### src/rtl/id_ex_stage_if.sv
// ID/EX stage bus: ID-side operands/control, EX-side registered outputs,
// hazard stall and halt status. bubble_cnt exists only with BUBBLE_CNT_EN.
interface id_ex_stage_if #(
    parameter int DW = 16,
    parameter int RW = 3
);
    logic          id_valid;
    logic [RW-1:0] id_rs;
    logic [RW-1:0] id_rt;
    logic [RW-1:0] id_rd;
    logic          id_uses_rs;
    logic          id_uses_rt;
    logic [DW-1:0] id_a;
    logic [DW-1:0] id_b;
    logic [DW-1:0] id_imm;
    logic [DW-1:0] id_pc_inc;
    logic          id_r_format;
    logic          id_i_format;
    logic          id_mem_write;
    logic          id_mem_read;
    logic          id_reg_write;
    logic          id_halt;
    logic          flush;
    logic          ex_hold;

    logic          load_use_stall;
    logic          ex_valid;
    logic [RW-1:0] ex_rs;
    logic [RW-1:0] ex_rt;
    logic [RW-1:0] ex_rd;
    logic [DW-1:0] ex_a;
    logic [DW-1:0] ex_b;
    logic [DW-1:0] ex_imm;
    logic [DW-1:0] ex_pc_inc;
    logic          ex_r_format;
    logic          ex_i_format;
    logic          ex_mem_write;
    logic          ex_mem_read;
    logic          ex_reg_write;
    logic          ex_halt;
    logic          halted;
`ifdef BUBBLE_CNT_EN
    logic [15:0]   bubble_cnt;
`endif

    // Driver side: ID stage and pipeline control
    modport master (
`ifdef BUBBLE_CNT_EN
        input  bubble_cnt,
`endif
        output id_valid, id_rs, id_rt, id_rd, id_uses_rs, id_uses_rt,
               id_a, id_b, id_imm, id_pc_inc,
               id_r_format, id_i_format, id_mem_write, id_mem_read,
               id_reg_write, id_halt, flush, ex_hold,
        input  load_use_stall, ex_valid, ex_rs, ex_rt, ex_rd,
               ex_a, ex_b, ex_imm, ex_pc_inc,
               ex_r_format, ex_i_format, ex_mem_write, ex_mem_read,
               ex_reg_write, ex_halt, halted
    );

    // Stage side: the ID/EX register itself
    modport slave (
`ifdef BUBBLE_CNT_EN
        output bubble_cnt,
`endif
        input  id_valid, id_rs, id_rt, id_rd, id_uses_rs, id_uses_rt,
               id_a, id_b, id_imm, id_pc_inc,
               id_r_format, id_i_format, id_mem_write, id_mem_read,
               id_reg_write, id_halt, flush, ex_hold,
        output load_use_stall, ex_valid, ex_rs, ex_rt, ex_rd,
               ex_a, ex_b, ex_imm, ex_pc_inc,
               ex_r_format, ex_i_format, ex_mem_write, ex_mem_read,
               ex_reg_write, ex_halt, halted
    );
endinterface

### src/rtl/id_ex_stage.sv
// ID/EX pipeline register with load-use hazard detection and bubble insertion.
// Optional feature macro: BUBBLE_CNT_EN adds a saturating 16-bit count of
// load-use bubbles on bus.bubble_cnt.
module id_ex_stage #(
    parameter int DW = 16,
    parameter int RW = 3
) (
    input logic         clk,
    input logic         rst,
    id_ex_stage_if.slave bus
);
    typedef struct packed {
        logic r_format;
        logic i_format;
        logic mem_write;
        logic mem_read;
        logic reg_write;
        logic halt;
    } ctrl_t;

    typedef enum logic [1:0] {UPD_LOAD, UPD_HOLD, UPD_BUBBLE} upd_e;

    logic          valid_q,  valid_d;
    ctrl_t         ctrl_q,   ctrl_d;
    ctrl_t         id_ctrl;
    logic [RW-1:0] rs_q,     rs_d;
    logic [RW-1:0] rt_q,     rt_d;
    logic [RW-1:0] rd_q,     rd_d;
    logic [DW-1:0] a_q,      a_d;
    logic [DW-1:0] b_q,      b_d;
    logic [DW-1:0] imm_q,    imm_d;
    logic [DW-1:0] pc_q,     pc_d;
    logic          halted_q, halted_d;
    logic          stall;
    upd_e          upd;

    // Load-use hazard: ID reads the register the load in EX is about to write
    always_comb begin
        stall = bus.id_valid & valid_q & ctrl_q.mem_read & ctrl_q.reg_write
              & ((bus.id_uses_rs & (bus.id_rs == rd_q))
               | (bus.id_uses_rt & (bus.id_rt == rd_q)))
              & ~halted_q;
    end

    // Update selection: flush, then hold, then halt/stall bubble, else load
    always_comb begin
        upd = UPD_LOAD;
        if (bus.flush) begin
            upd = UPD_BUBBLE;
        end else if (bus.ex_hold) begin
            upd = UPD_HOLD;
        end else if (halted_q || stall) begin
            upd = UPD_BUBBLE;
        end
    end

    // Decoded control from ID, zeroed for an invalid instruction
    always_comb begin
        id_ctrl = '0;
        if (bus.id_valid) begin
            id_ctrl.r_format  = bus.id_r_format;
            id_ctrl.i_format  = bus.id_i_format;
            id_ctrl.mem_write = bus.id_mem_write;
            id_ctrl.mem_read  = bus.id_mem_read;
            id_ctrl.reg_write = bus.id_reg_write;
            id_ctrl.halt      = bus.id_halt;
        end
    end

    // Next-state: a bubble kills valid/control but keeps datapath fields
    always_comb begin
        valid_d  = valid_q;
        ctrl_d   = ctrl_q;
        rs_d     = rs_q;
        rt_d     = rt_q;
        rd_d     = rd_q;
        a_d      = a_q;
        b_d      = b_q;
        imm_d    = imm_q;
        pc_d     = pc_q;
        halted_d = halted_q;
        case (upd)
            UPD_BUBBLE: begin
                valid_d = 1'b0;
                ctrl_d  = '0;
            end
            UPD_LOAD: begin
                valid_d  = bus.id_valid;
                ctrl_d   = id_ctrl;
                rs_d     = bus.id_rs;
                rt_d     = bus.id_rt;
                rd_d     = bus.id_rd;
                a_d      = bus.id_a;
                b_d      = bus.id_b;
                imm_d    = bus.id_imm;
                pc_d     = bus.id_pc_inc;
                halted_d = halted_q | id_ctrl.halt;
            end
            default: ;
        endcase
    end

    // Pipeline register with asynchronous reset
    always_ff @(posedge clk or posedge rst) begin
        if (rst) begin
            valid_q  <= 1'b0;
            ctrl_q   <= '0;
            rs_q     <= '0;
            rt_q     <= '0;
            rd_q     <= '0;
            a_q      <= '0;
            b_q      <= '0;
            imm_q    <= '0;
            pc_q     <= '0;
            halted_q <= 1'b0;
        end else begin
            valid_q  <= valid_d;
            ctrl_q   <= ctrl_d;
            rs_q     <= rs_d;
            rt_q     <= rt_d;
            rd_q     <= rd_d;
            a_q      <= a_d;
            b_q      <= b_d;
            imm_q    <= imm_d;
            pc_q     <= pc_d;
            halted_q <= halted_d;
        end
    end

`ifdef BUBBLE_CNT_EN
    logic [15:0] bubble_cnt_q;
    logic        bubble_ins;

    // Only a load-use bubble counts; flush, hold and halt bubbles do not
    always_comb begin
        bubble_ins = ~bus.flush & ~bus.ex_hold & ~halted_q & stall;
    end

    // Saturating bubble counter
    always_ff @(posedge clk or posedge rst) begin
        if (rst) begin
            bubble_cnt_q <= '0;
        end else if (bubble_ins && (bubble_cnt_q != '1)) begin
            bubble_cnt_q <= bubble_cnt_q + 16'd1;
        end
    end

    assign bus.bubble_cnt = bubble_cnt_q;
`endif

    assign bus.load_use_stall = stall;
    assign bus.ex_valid       = valid_q;
    assign bus.ex_rs          = rs_q;
    assign bus.ex_rt          = rt_q;
    assign bus.ex_rd          = rd_q;
    assign bus.ex_a           = a_q;
    assign bus.ex_b           = b_q;
    assign bus.ex_imm         = imm_q;
    assign bus.ex_pc_inc      = pc_q;
    assign bus.ex_r_format    = ctrl_q.r_format;
    assign bus.ex_i_format    = ctrl_q.i_format;
    assign bus.ex_mem_write   = ctrl_q.mem_write;
    assign bus.ex_mem_read    = ctrl_q.mem_read;
    assign bus.ex_reg_write   = ctrl_q.reg_write;
    assign bus.ex_halt        = ctrl_q.halt;
    assign bus.halted         = halted_q;
endmodule

### src/flat_wrapper.sv
// flat-port wrapper written by rule: the top's interface ports become plain ports
module id_ex_stage_flat 
#(
    parameter int DW = 16,
    parameter int RW = 3
)
  (clk, rst, bus_id_valid, bus_id_rs, bus_id_rt, bus_id_rd, bus_id_uses_rs, bus_id_uses_rt, bus_id_a, bus_id_b, bus_id_imm, bus_id_pc_inc, bus_id_r_format, bus_id_i_format, bus_id_mem_write, bus_id_mem_read, bus_id_reg_write, bus_id_halt, bus_flush, bus_ex_hold, bus_load_use_stall, bus_ex_valid, bus_ex_rs, bus_ex_rt, bus_ex_rd, bus_ex_a, bus_ex_b, bus_ex_imm, bus_ex_pc_inc, bus_ex_r_format, bus_ex_i_format, bus_ex_mem_write, bus_ex_mem_read, bus_ex_reg_write, bus_ex_halt, bus_halted);
  id_ex_stage_if #(.DW(DW), .RW(RW)) bus_i ();
  input logic clk;
  input logic rst;
  input wire logic [$bits(bus_i.id_valid)-1:0] bus_id_valid;
  input wire logic [$bits(bus_i.id_rs)-1:0] bus_id_rs;
  input wire logic [$bits(bus_i.id_rt)-1:0] bus_id_rt;
  input wire logic [$bits(bus_i.id_rd)-1:0] bus_id_rd;
  input wire logic [$bits(bus_i.id_uses_rs)-1:0] bus_id_uses_rs;
  input wire logic [$bits(bus_i.id_uses_rt)-1:0] bus_id_uses_rt;
  input wire logic [$bits(bus_i.id_a)-1:0] bus_id_a;
  input wire logic [$bits(bus_i.id_b)-1:0] bus_id_b;
  input wire logic [$bits(bus_i.id_imm)-1:0] bus_id_imm;
  input wire logic [$bits(bus_i.id_pc_inc)-1:0] bus_id_pc_inc;
  input wire logic [$bits(bus_i.id_r_format)-1:0] bus_id_r_format;
  input wire logic [$bits(bus_i.id_i_format)-1:0] bus_id_i_format;
  input wire logic [$bits(bus_i.id_mem_write)-1:0] bus_id_mem_write;
  input wire logic [$bits(bus_i.id_mem_read)-1:0] bus_id_mem_read;
  input wire logic [$bits(bus_i.id_reg_write)-1:0] bus_id_reg_write;
  input wire logic [$bits(bus_i.id_halt)-1:0] bus_id_halt;
  input wire logic [$bits(bus_i.flush)-1:0] bus_flush;
  input wire logic [$bits(bus_i.ex_hold)-1:0] bus_ex_hold;
  output wire logic [$bits(bus_i.load_use_stall)-1:0] bus_load_use_stall;
  output wire logic [$bits(bus_i.ex_valid)-1:0] bus_ex_valid;
  output wire logic [$bits(bus_i.ex_rs)-1:0] bus_ex_rs;
  output wire logic [$bits(bus_i.ex_rt)-1:0] bus_ex_rt;
  output wire logic [$bits(bus_i.ex_rd)-1:0] bus_ex_rd;
  output wire logic [$bits(bus_i.ex_a)-1:0] bus_ex_a;
  output wire logic [$bits(bus_i.ex_b)-1:0] bus_ex_b;
  output wire logic [$bits(bus_i.ex_imm)-1:0] bus_ex_imm;
  output wire logic [$bits(bus_i.ex_pc_inc)-1:0] bus_ex_pc_inc;
  output wire logic [$bits(bus_i.ex_r_format)-1:0] bus_ex_r_format;
  output wire logic [$bits(bus_i.ex_i_format)-1:0] bus_ex_i_format;
  output wire logic [$bits(bus_i.ex_mem_write)-1:0] bus_ex_mem_write;
  output wire logic [$bits(bus_i.ex_mem_read)-1:0] bus_ex_mem_read;
  output wire logic [$bits(bus_i.ex_reg_write)-1:0] bus_ex_reg_write;
  output wire logic [$bits(bus_i.ex_halt)-1:0] bus_ex_halt;
  output wire logic [$bits(bus_i.halted)-1:0] bus_halted;
  assign bus_i.id_valid = bus_id_valid;
  assign bus_i.id_rs = bus_id_rs;
  assign bus_i.id_rt = bus_id_rt;
  assign bus_i.id_rd = bus_id_rd;
  assign bus_i.id_uses_rs = bus_id_uses_rs;
  assign bus_i.id_uses_rt = bus_id_uses_rt;
  assign bus_i.id_a = bus_id_a;
  assign bus_i.id_b = bus_id_b;
  assign bus_i.id_imm = bus_id_imm;
  assign bus_i.id_pc_inc = bus_id_pc_inc;
  assign bus_i.id_r_format = bus_id_r_format;
  assign bus_i.id_i_format = bus_id_i_format;
  assign bus_i.id_mem_write = bus_id_mem_write;
  assign bus_i.id_mem_read = bus_id_mem_read;
  assign bus_i.id_reg_write = bus_id_reg_write;
  assign bus_i.id_halt = bus_id_halt;
  assign bus_i.flush = bus_flush;
  assign bus_i.ex_hold = bus_ex_hold;
  assign bus_load_use_stall = bus_i.load_use_stall;
  assign bus_ex_valid = bus_i.ex_valid;
  assign bus_ex_rs = bus_i.ex_rs;
  assign bus_ex_rt = bus_i.ex_rt;
  assign bus_ex_rd = bus_i.ex_rd;
  assign bus_ex_a = bus_i.ex_a;
  assign bus_ex_b = bus_i.ex_b;
  assign bus_ex_imm = bus_i.ex_imm;
  assign bus_ex_pc_inc = bus_i.ex_pc_inc;
  assign bus_ex_r_format = bus_i.ex_r_format;
  assign bus_ex_i_format = bus_i.ex_i_format;
  assign bus_ex_mem_write = bus_i.ex_mem_write;
  assign bus_ex_mem_read = bus_i.ex_mem_read;
  assign bus_ex_reg_write = bus_i.ex_reg_write;
  assign bus_ex_halt = bus_i.ex_halt;
  assign bus_halted = bus_i.halted;
  id_ex_stage #(.DW(DW), .RW(RW)) u_core (.clk(clk), .rst(rst), .bus(bus_i));
endmodule
### config.mk
export PLATFORM = sky130hd
export DESIGN_NAME = id_ex_stage_flat
export DESIGN_NICKNAME = d
export VERILOG_FILES = /design/src/rtl/id_ex_stage_if.sv /design/src/rtl/id_ex_stage.sv /design/src/flat_wrapper.sv
export SDC_FILE = /design/constraint.sdc
export NUM_CORES = 1
export LEC_CHECK = 0
export CORE_MARGIN = 2
export CORE_UTILIZATION = 42
export DETAILED_ROUTE_END_ITERATION = 12
export PLACE_DENSITY = 0.95
export SKIP_LAST_GASP = 1
export SLEW_MARGIN = 30
export SYNTH_ARGS = -nofsm -noshare
export SYNTH_HDL_FRONTEND = slang
export SYNTH_SLANG_ARGS = --single-unit
### constraint.sdc
create_clock -name clk -period 4.5 [get_ports clk]
set_input_delay 1.35 -clock clk [delete_from_list [all_inputs] [get_ports clk]]
set_output_delay 1.35 -clock clk [all_outputs]
set_load 0.02 [all_outputs]
After elaboration in Yosys (flattened, before gate mapping)
Index checks and enable logic that the tools add are counted.
- input port bits: 86
- logic and storage cells: 37
- flip-flop bits (word level): 81
- output and inout port bits: 82
- bitwise logic cells: 10
- multiplexer cells: 6
- eq/ne operators: 3
- reduce and logical (&&, ||, !) cells: 3
- operator list (cell ; count):
    one-hot mux 6 bit (2 select lines) ; 1
    bitwise AND 1 bit ; 7
    equality test 3 bit ; 2
    2-to-1 mux 2 bit ; 3
    2-to-1 mux 6 bit ; 1
    equality test 2 bit, second input constant ; 1
    zero test 2 bit ; 1
    OR 1 bit ; 2
    one-hot mux 1 bit (2 select lines) ; 1
    nonzero test 2 bit ; 1
    logical OR 1 bit ; 1
    inverter 1 bit ; 1

Longest topological paths before layout
Gate-level depths: netlist of run 1.
- word-level depth: 11
- mapped depth: 6

Least setup slack after synthesis of run 1
OpenSTA, ideal clock, no wires.
- path type: input to output
- start: input port bus_id_valid
- end: output port bus_load_use_stall
- data arrival time: 2258 ps
- setup slack: 892 ps
- path buffers: 1
- cell stages on the path: 4
- cells stage by stage: clkbuf_1 -> nand4_1 -> a21oi_2 -> nor2b_1
- longest elaborated chain between the ends: 5
- ends and longest elaborated chain (element ; RTL line ; source):
    start, declared ; flat_wrapper.sv:11 ; input wire logic [$bits(bus_i.id_valid)-1:0] bus_id_valid;
    bitwise AND 1 bit (3 in series) ; id_ex_stage.sv:39 ; stall = bus.id_valid & valid_q & ctrl_q.mem_read & ctrl_q.reg_write
    bitwise AND 1 bit ; id_ex_stage.sv:40 ; & ((bus.id_uses_rs & (bus.id_rs == rd_q))
    bitwise AND 1 bit ; id_ex_stage.sv:42 ; & ~halted_q;
    end, declared ; flat_wrapper.sv:29 ; output wire logic [$bits(bus_i.load_use_stall)-1:0] bus_load_use_stall;
No other way between the ends.

Worst setup path in the final report of run 1
- start: input port bus_id_rt[1]
- end: output port bus_load_use_stall
- longest elaborated chain between the ends: 5
- ends and longest elaborated chain (element ; RTL line ; source):
    start, declared ; flat_wrapper.sv:13 ; input wire logic [$bits(bus_i.id_rt)-1:0] bus_id_rt;
    equality test 3 bit ; id_ex_stage.sv:41 ; | (bus.id_uses_rt & (bus.id_rt == rd_q)))
    bitwise AND 1 bit ; id_ex_stage.sv:41 ;
    OR 1 bit ; id_ex_stage.sv:41 ;
    bitwise AND 1 bit ; id_ex_stage.sv:40 ;
    bitwise AND 1 bit ; id_ex_stage.sv:42 ;
No other way between the ends.

==> results of run 1 <==
==> cells by family (layout without fill, tap and decap cells) <==
group,after synthesis,in the layout,synth area share [%]
AO/OA/AOI/OAI,9,9,2.72
flip-flops,81,81,63.8
buffers and inverters,11,188,3.19
AND/OR/NAND/NOR,6,6,1.65
multiplexers,73,73,27.0
XOR/XNOR,6,6,1.65
==> cell type report <==
| cell class | count | area share (%) |
|---|---|---|
| clock buffer | 11 | 2.58 |
| clock inverter | 4 | 0.884 |
| inverter | 1 | 0.123 |
| multi-input combinational | 94 | 20.6 |
| sequential | 81 | 39.8 |
| tap | 99 | 2.43 |
| timing repair buffer | 172 | 33.6 |
==> sequential cells by signal, indices dropped and copies added, names as in the netlist, 3 cells and up <==
name                  flops
u_core.bus.ex_imm        16
u_core.bus.ex_rd          3
u_core.bus.ex_a          16
u_core.bus.ex_rs          3
u_core.bus.ex_b          16
u_core.bus.ex_pc_inc     16
u_core.bus.ex_rt          3
==> how the worst max path moves through the flow <==
stage	endpoint	slack (ns)	cells after the start
2_1_floorplan	bus_load_use_stall	0.89	4
3_3_place_gp	bus_load_use_stall	0.10	6
3_5_place_dp	bus_load_use_stall	0.09	6
4_1_cts	bus_load_use_stall	0.06	6
5_1_grt	bus_load_use_stall	0.33	6
6_report	bus_load_use_stall	0.44	6
==> Yosys cell counts <==
| cell type | count | area, um^2 |
|---|---|---|
| a21oi_2 | 1 | 8.76 |
| a31o_2 | 1 | 8.76 |
| xnor2_1 | 6 | 52.6 |
| buf_6 | 8 | 90.1 |
| nor2b_1 | 2 | 12.5 |
| a32o_1 | 6 | 60.1 |
| mux2_4 | 10 | 150 |
| nor4_4 | 1 | 21.3 |
| mux2_2 | 61 | 687 |
| dfrtp_1 | 81 | 2030 |
| a22o_1 | 1 | 8.76 |
| inv_1 | 1 | 3.75 |
| nand4_1 | 3 | 18.8 |
| clkbuf_1 | 2 | 7.51 |
| mux2_1 | 2 | 22.5 |
==> layout by cell type, fill, tap and decap left out, drive strengths merged <==
cell type,count
clkdlybuf4s50,166
dfrtp,81
mux2,73
clkbuf,11
xnor2,6
a32o,6
buf,5
nand4,3
clkinv,3
nor2b,2
a21oi,1
nor4,1
inv,1
a31o,1
a22o,1
bufinv,1
dlymetal6s2s,1
==> per-layer routing <==
metal	vias to the layer above	routed length (um)	global-route usage [%]
li1	1016	-	-
met1	1097	3060	21.4
met2	104	3990	33.4
met3	7	547	4.65
met4	0	76	6.19
met5	-	0	0
==> report_power, final <==
| group | internal, mW | leakage (nW) | total [mW] | switching (mW) |
|---|---|---|---|---|
| Combinational | 0.932 | 1.03 | 1.67 | 0.739 |
| Clock | 0.251 | 0.0929 | 0.494 | 0.242 |
| Sequential | 1.07 | 0.959 | 1.26 | 0.196 |
==> stage by stage <==
| step | area, um^2 | setup slack [ns] | cells |
|---|---|---|---|
| floorplan | 3180 | 0.892 | 186 |
| global placement | 4920 | 0.101 | 447 |
| detailed placement | 4920 | 0.0926 | 447 |
| CTS | 5090 | 0.0586 | 462 |
| global route | 5100 | 0.334 | 462 |
| finish | 5100 | 0.440 | 462 |
==> results.ini, run 1 <==
[outcome]
status=finished clean

[die]
fp.dieArea_um2=8280
core_area_um2=7290
die_w_um=91.0
start_util_pct=43.6
num_rows=31
ios=168
die_h_um=91.0

[placed_design]
io_buffer_count=167
gp_congestion=0.700
hpwlAfterDp_mm=5.75

[logic_synthesis]
mappedNetlistNets=272
ys_seq_area_share_pct=63.8
ys_types=15
yosys_register_bits=81
ys.warnings.count=0
syn_area_um2=3180
postSynthCellCount=186
syn_area_per_cell_um2=17.1

[sta]
fmax_mhz=246
setup-violations-final=0
drv_slew=0
timing.clock.skew_ns=0.00839
tns_ns=0
rsz0062_at_grt=no
worst_slew_pin_slew_ns=0.655
relSlewSlack_pct=56.3
min_period_over_period_pct=90.2
final-hold-violation-count=0
holdWs_ns=0.502
post-route-min-period_ns=4.06

[route]
drc=0
wirelength_mm=7.67
dr.pass1.iters=4
viasPerCell=4.81
ant_nets=0
wire_per_inst_um=16.6
vias=2224
drtIter0Drc=42

[setup_path]
cp_slowest_stage_delay_ns=0.49
critPathRequiredTime_ns=3.15
crit_path_end_kind=primary output
crit_type=in -> out
critPathSlowestCell=clkdlybuf4s50_1
cp-start-kind=input port
rrSetupSlack_ns=2.33
r2r_end=u_core.bus.ex_a[3]
crit_chain=clkdlybuf4s50_1 > xnor2_1 > nand4_1 > a21oi_2 > nor2b_1 > dlymetal6s2s_1
r2r-start=u_core.bus.ex_rd[1]
crit_path_start=bus_id_rt[1]
crit_family=buffers and inverters
path_max_fanout=2
critPathArrivalTime_ns=2.71
ff2ff_path_depth=7
worstPathBufferInverterCount=2

[global_routing]
grt-ovfl-total=0
grt_pass1_vias=2435
track_usage_pct=18.5
grt_max_degree=56
antenna_found_initial=0
grt_pass1_wl_mm=12.1

[clocking]
path_clk_slew_ns=0.07
cts_inserted_buffers=9
postCtsSetupBuffers=0
clock_latency_ns=0.33
h-tree-depth=3
cts_hold_buf=0
ctsLongestPathBuffers=2
cts_tree=done
cts.sinks=81
cts_resized=0
cts_root_buf=clkbuf_8

[pwr]
leakage_nw=2.08
power_mw=3.43
ir_worst_vdd_v=0.000376
power_density_nw_per_um2=673

[hold_path]
min_path_cells=1
whs_endpoint=u_core.bus.ex_r_format
hold_start=u_core.bus.ex_r_format
hp-class=reg -> reg

[layout]
fillers=505
utilization_pct=69.9
nets=445
drive_gt1_share_pct=25.6
multi_input_area_um2=1050
register_area_um2=2030
num_antenna_cells=0
area_growth_pct=60.3

[job]
drv_cap=0

(Power assumes the default switching activity.)
==> run 2: changes to the inputs <==
- CORE_ASPECT_RATIO: not set -> 0.8
==> results.ini, run 2 (synthesis results as in run 1) <==
[outcome]
status=finished clean

[route]
vias=2222
ant_nets=0
wire_per_inst_um=17.3
drtIter0Drc=64
wirelength_mm=7.84
viasPerCell=4.91
dr.max_layer_used=met4
dr.pass1.iters=4
met3_length_um=612
dr_wl_met2_mm=3.91
drc=0
routedLengthMet1_mm=3.20

[setup_path]
ff2ff_path_depth=7
rrSetupSlack_ns=2.23
crit_path_end_kind=primary output
crit_path_end=bus_load_use_stall
crit_type=in -> out
r2r-start=u_core.bus.ex_rd[2]
crit_path_start=bus_id_rs[2]
path_max_fanout=2
r2r_end=u_core.bus.ex_imm[9]
critPathArrivalTime_ns=2.71
critPathRequiredTime_ns=3.15
cp-start-kind=input port

[hold_path]
hp-class=reg -> reg

[pwr]
power_mw=3.44
ir_worst_vdd_v=0.000319
leakage_nw=2.09
power_density_nw_per_um2=674

[die]
ios=168
die_h_um=81.8
fp.dieArea_um2=8290
num_rows=28
core_area_um2=7360
start_util_pct=43.2
die_w_um=101

[layout]
utilization_pct=69.4
area_growth_pct=60.5
final_cell_mix=166 x clkdlybuf4s50_1, 81 x dfrtp_1, 61 x mux2_2
instances_no_fill=453
drive_gt1_share_pct=26.4
nets=445
post-route-cell-area_um2=5100
num_antenna_cells=0
final_common_cell=clkdlybuf4s50_1

[clocking]
ctsLongestPathBuffers=2
clock_latency_ns=0.34
cts_tree=done
cts_inserted_buffers=9
cts.sinks=81
postCtsSetupBuffers=0
h-tree-depth=3
cts_root_buf=clkbuf_8
path_clk_slew_ns=0.08

[placed_design]
gp_congestion=0.810
preCtsSetupSlack_ns=0.0794
hpwlAfterDp_mm=5.81
io_buffer_count=167
placed_cells=438
dpl_cell_area_um2=4910

[sta]
min_period_over_period_pct=90.2
holdWs_ns=0.497
setup-violations-final=0
setup_ws_ns=0.442
relSlewSlack_pct=55.4
timing.clock.skew_ns=0.0108
post-route-min-period_ns=4.06
worst_slew_pin_slew_ns=0.669
drv_slew=0
fmax_mhz=246
final-hold-violation-count=0
rsz0062_at_grt=no
tns_ns=0

[global_routing]
grt_pass1_vias=2361
track_usage_pct=18.8
grt_pass1_wl_mm=11.6
antenna_found_initial=0
grt-ovfl-total=0
grt_max_degree=68

[job]
drv_cap=0

## run 2: final cells by class
class	count	area [um^2]
timing repair buffer	172	1710
multi-input combinational	94	1060
clock inverter	6	60.1
inverter	1	8.76
tap	90	113
clock buffer	9	124
fill	526	2250
sequential	81	2030
## run 2: what timing repair did
item	4_1_cts	5_1_grt
setup endpoints to repair	0	1
resized for setup	0	2
hold buffers	0	0
## run 2: metal layers
layer / track usage (%) / vias to the layer above
met1: 22.3 / 1095
li1: - / 1013
met4: 7.30 / 0
met3: 7.32 / 10
met5: 0 / -
met2: 31.1 / 104
## run 2: where the power goes
part,switching (mW),internal (mW),total [mW]
clock,0.251,0.250,0.501
combinational,0.743,0.936,1.68
sequential,0.192,1.07,1.26
total,1.19,2.25,3.44
## run 2: worst min path at each step
stage                            start            endpoint  slack (ns)  cells after the start
floorplan           u_core.bus.ex_a[2]  u_core.bus.ex_a[2]        0.61                      1
global placement    u_core.bus.ex_a[2]  u_core.bus.ex_a[2]        0.47                      1
detailed placement  u_core.bus.ex_a[2]  u_core.bus.ex_a[2]        0.48                      1
CTS                 u_core.bus.ex_a[2]  u_core.bus.ex_a[2]        0.50                      1
global route        u_core.bus.ex_a[2]  u_core.bus.ex_a[2]        0.51                      1
finish              u_core.bus.ex_a[2]  u_core.bus.ex_a[2]        0.50                      1
## run 2: worst max-delay path, cell delays in order
cell             delay [ns]
clkdlybuf4s50_1        0.49
xnor2_1                0.14
nand4_1                0.16
a21oi_2                0.17
nor2b_1                0.14
dlymetal6s2s_1         0.25
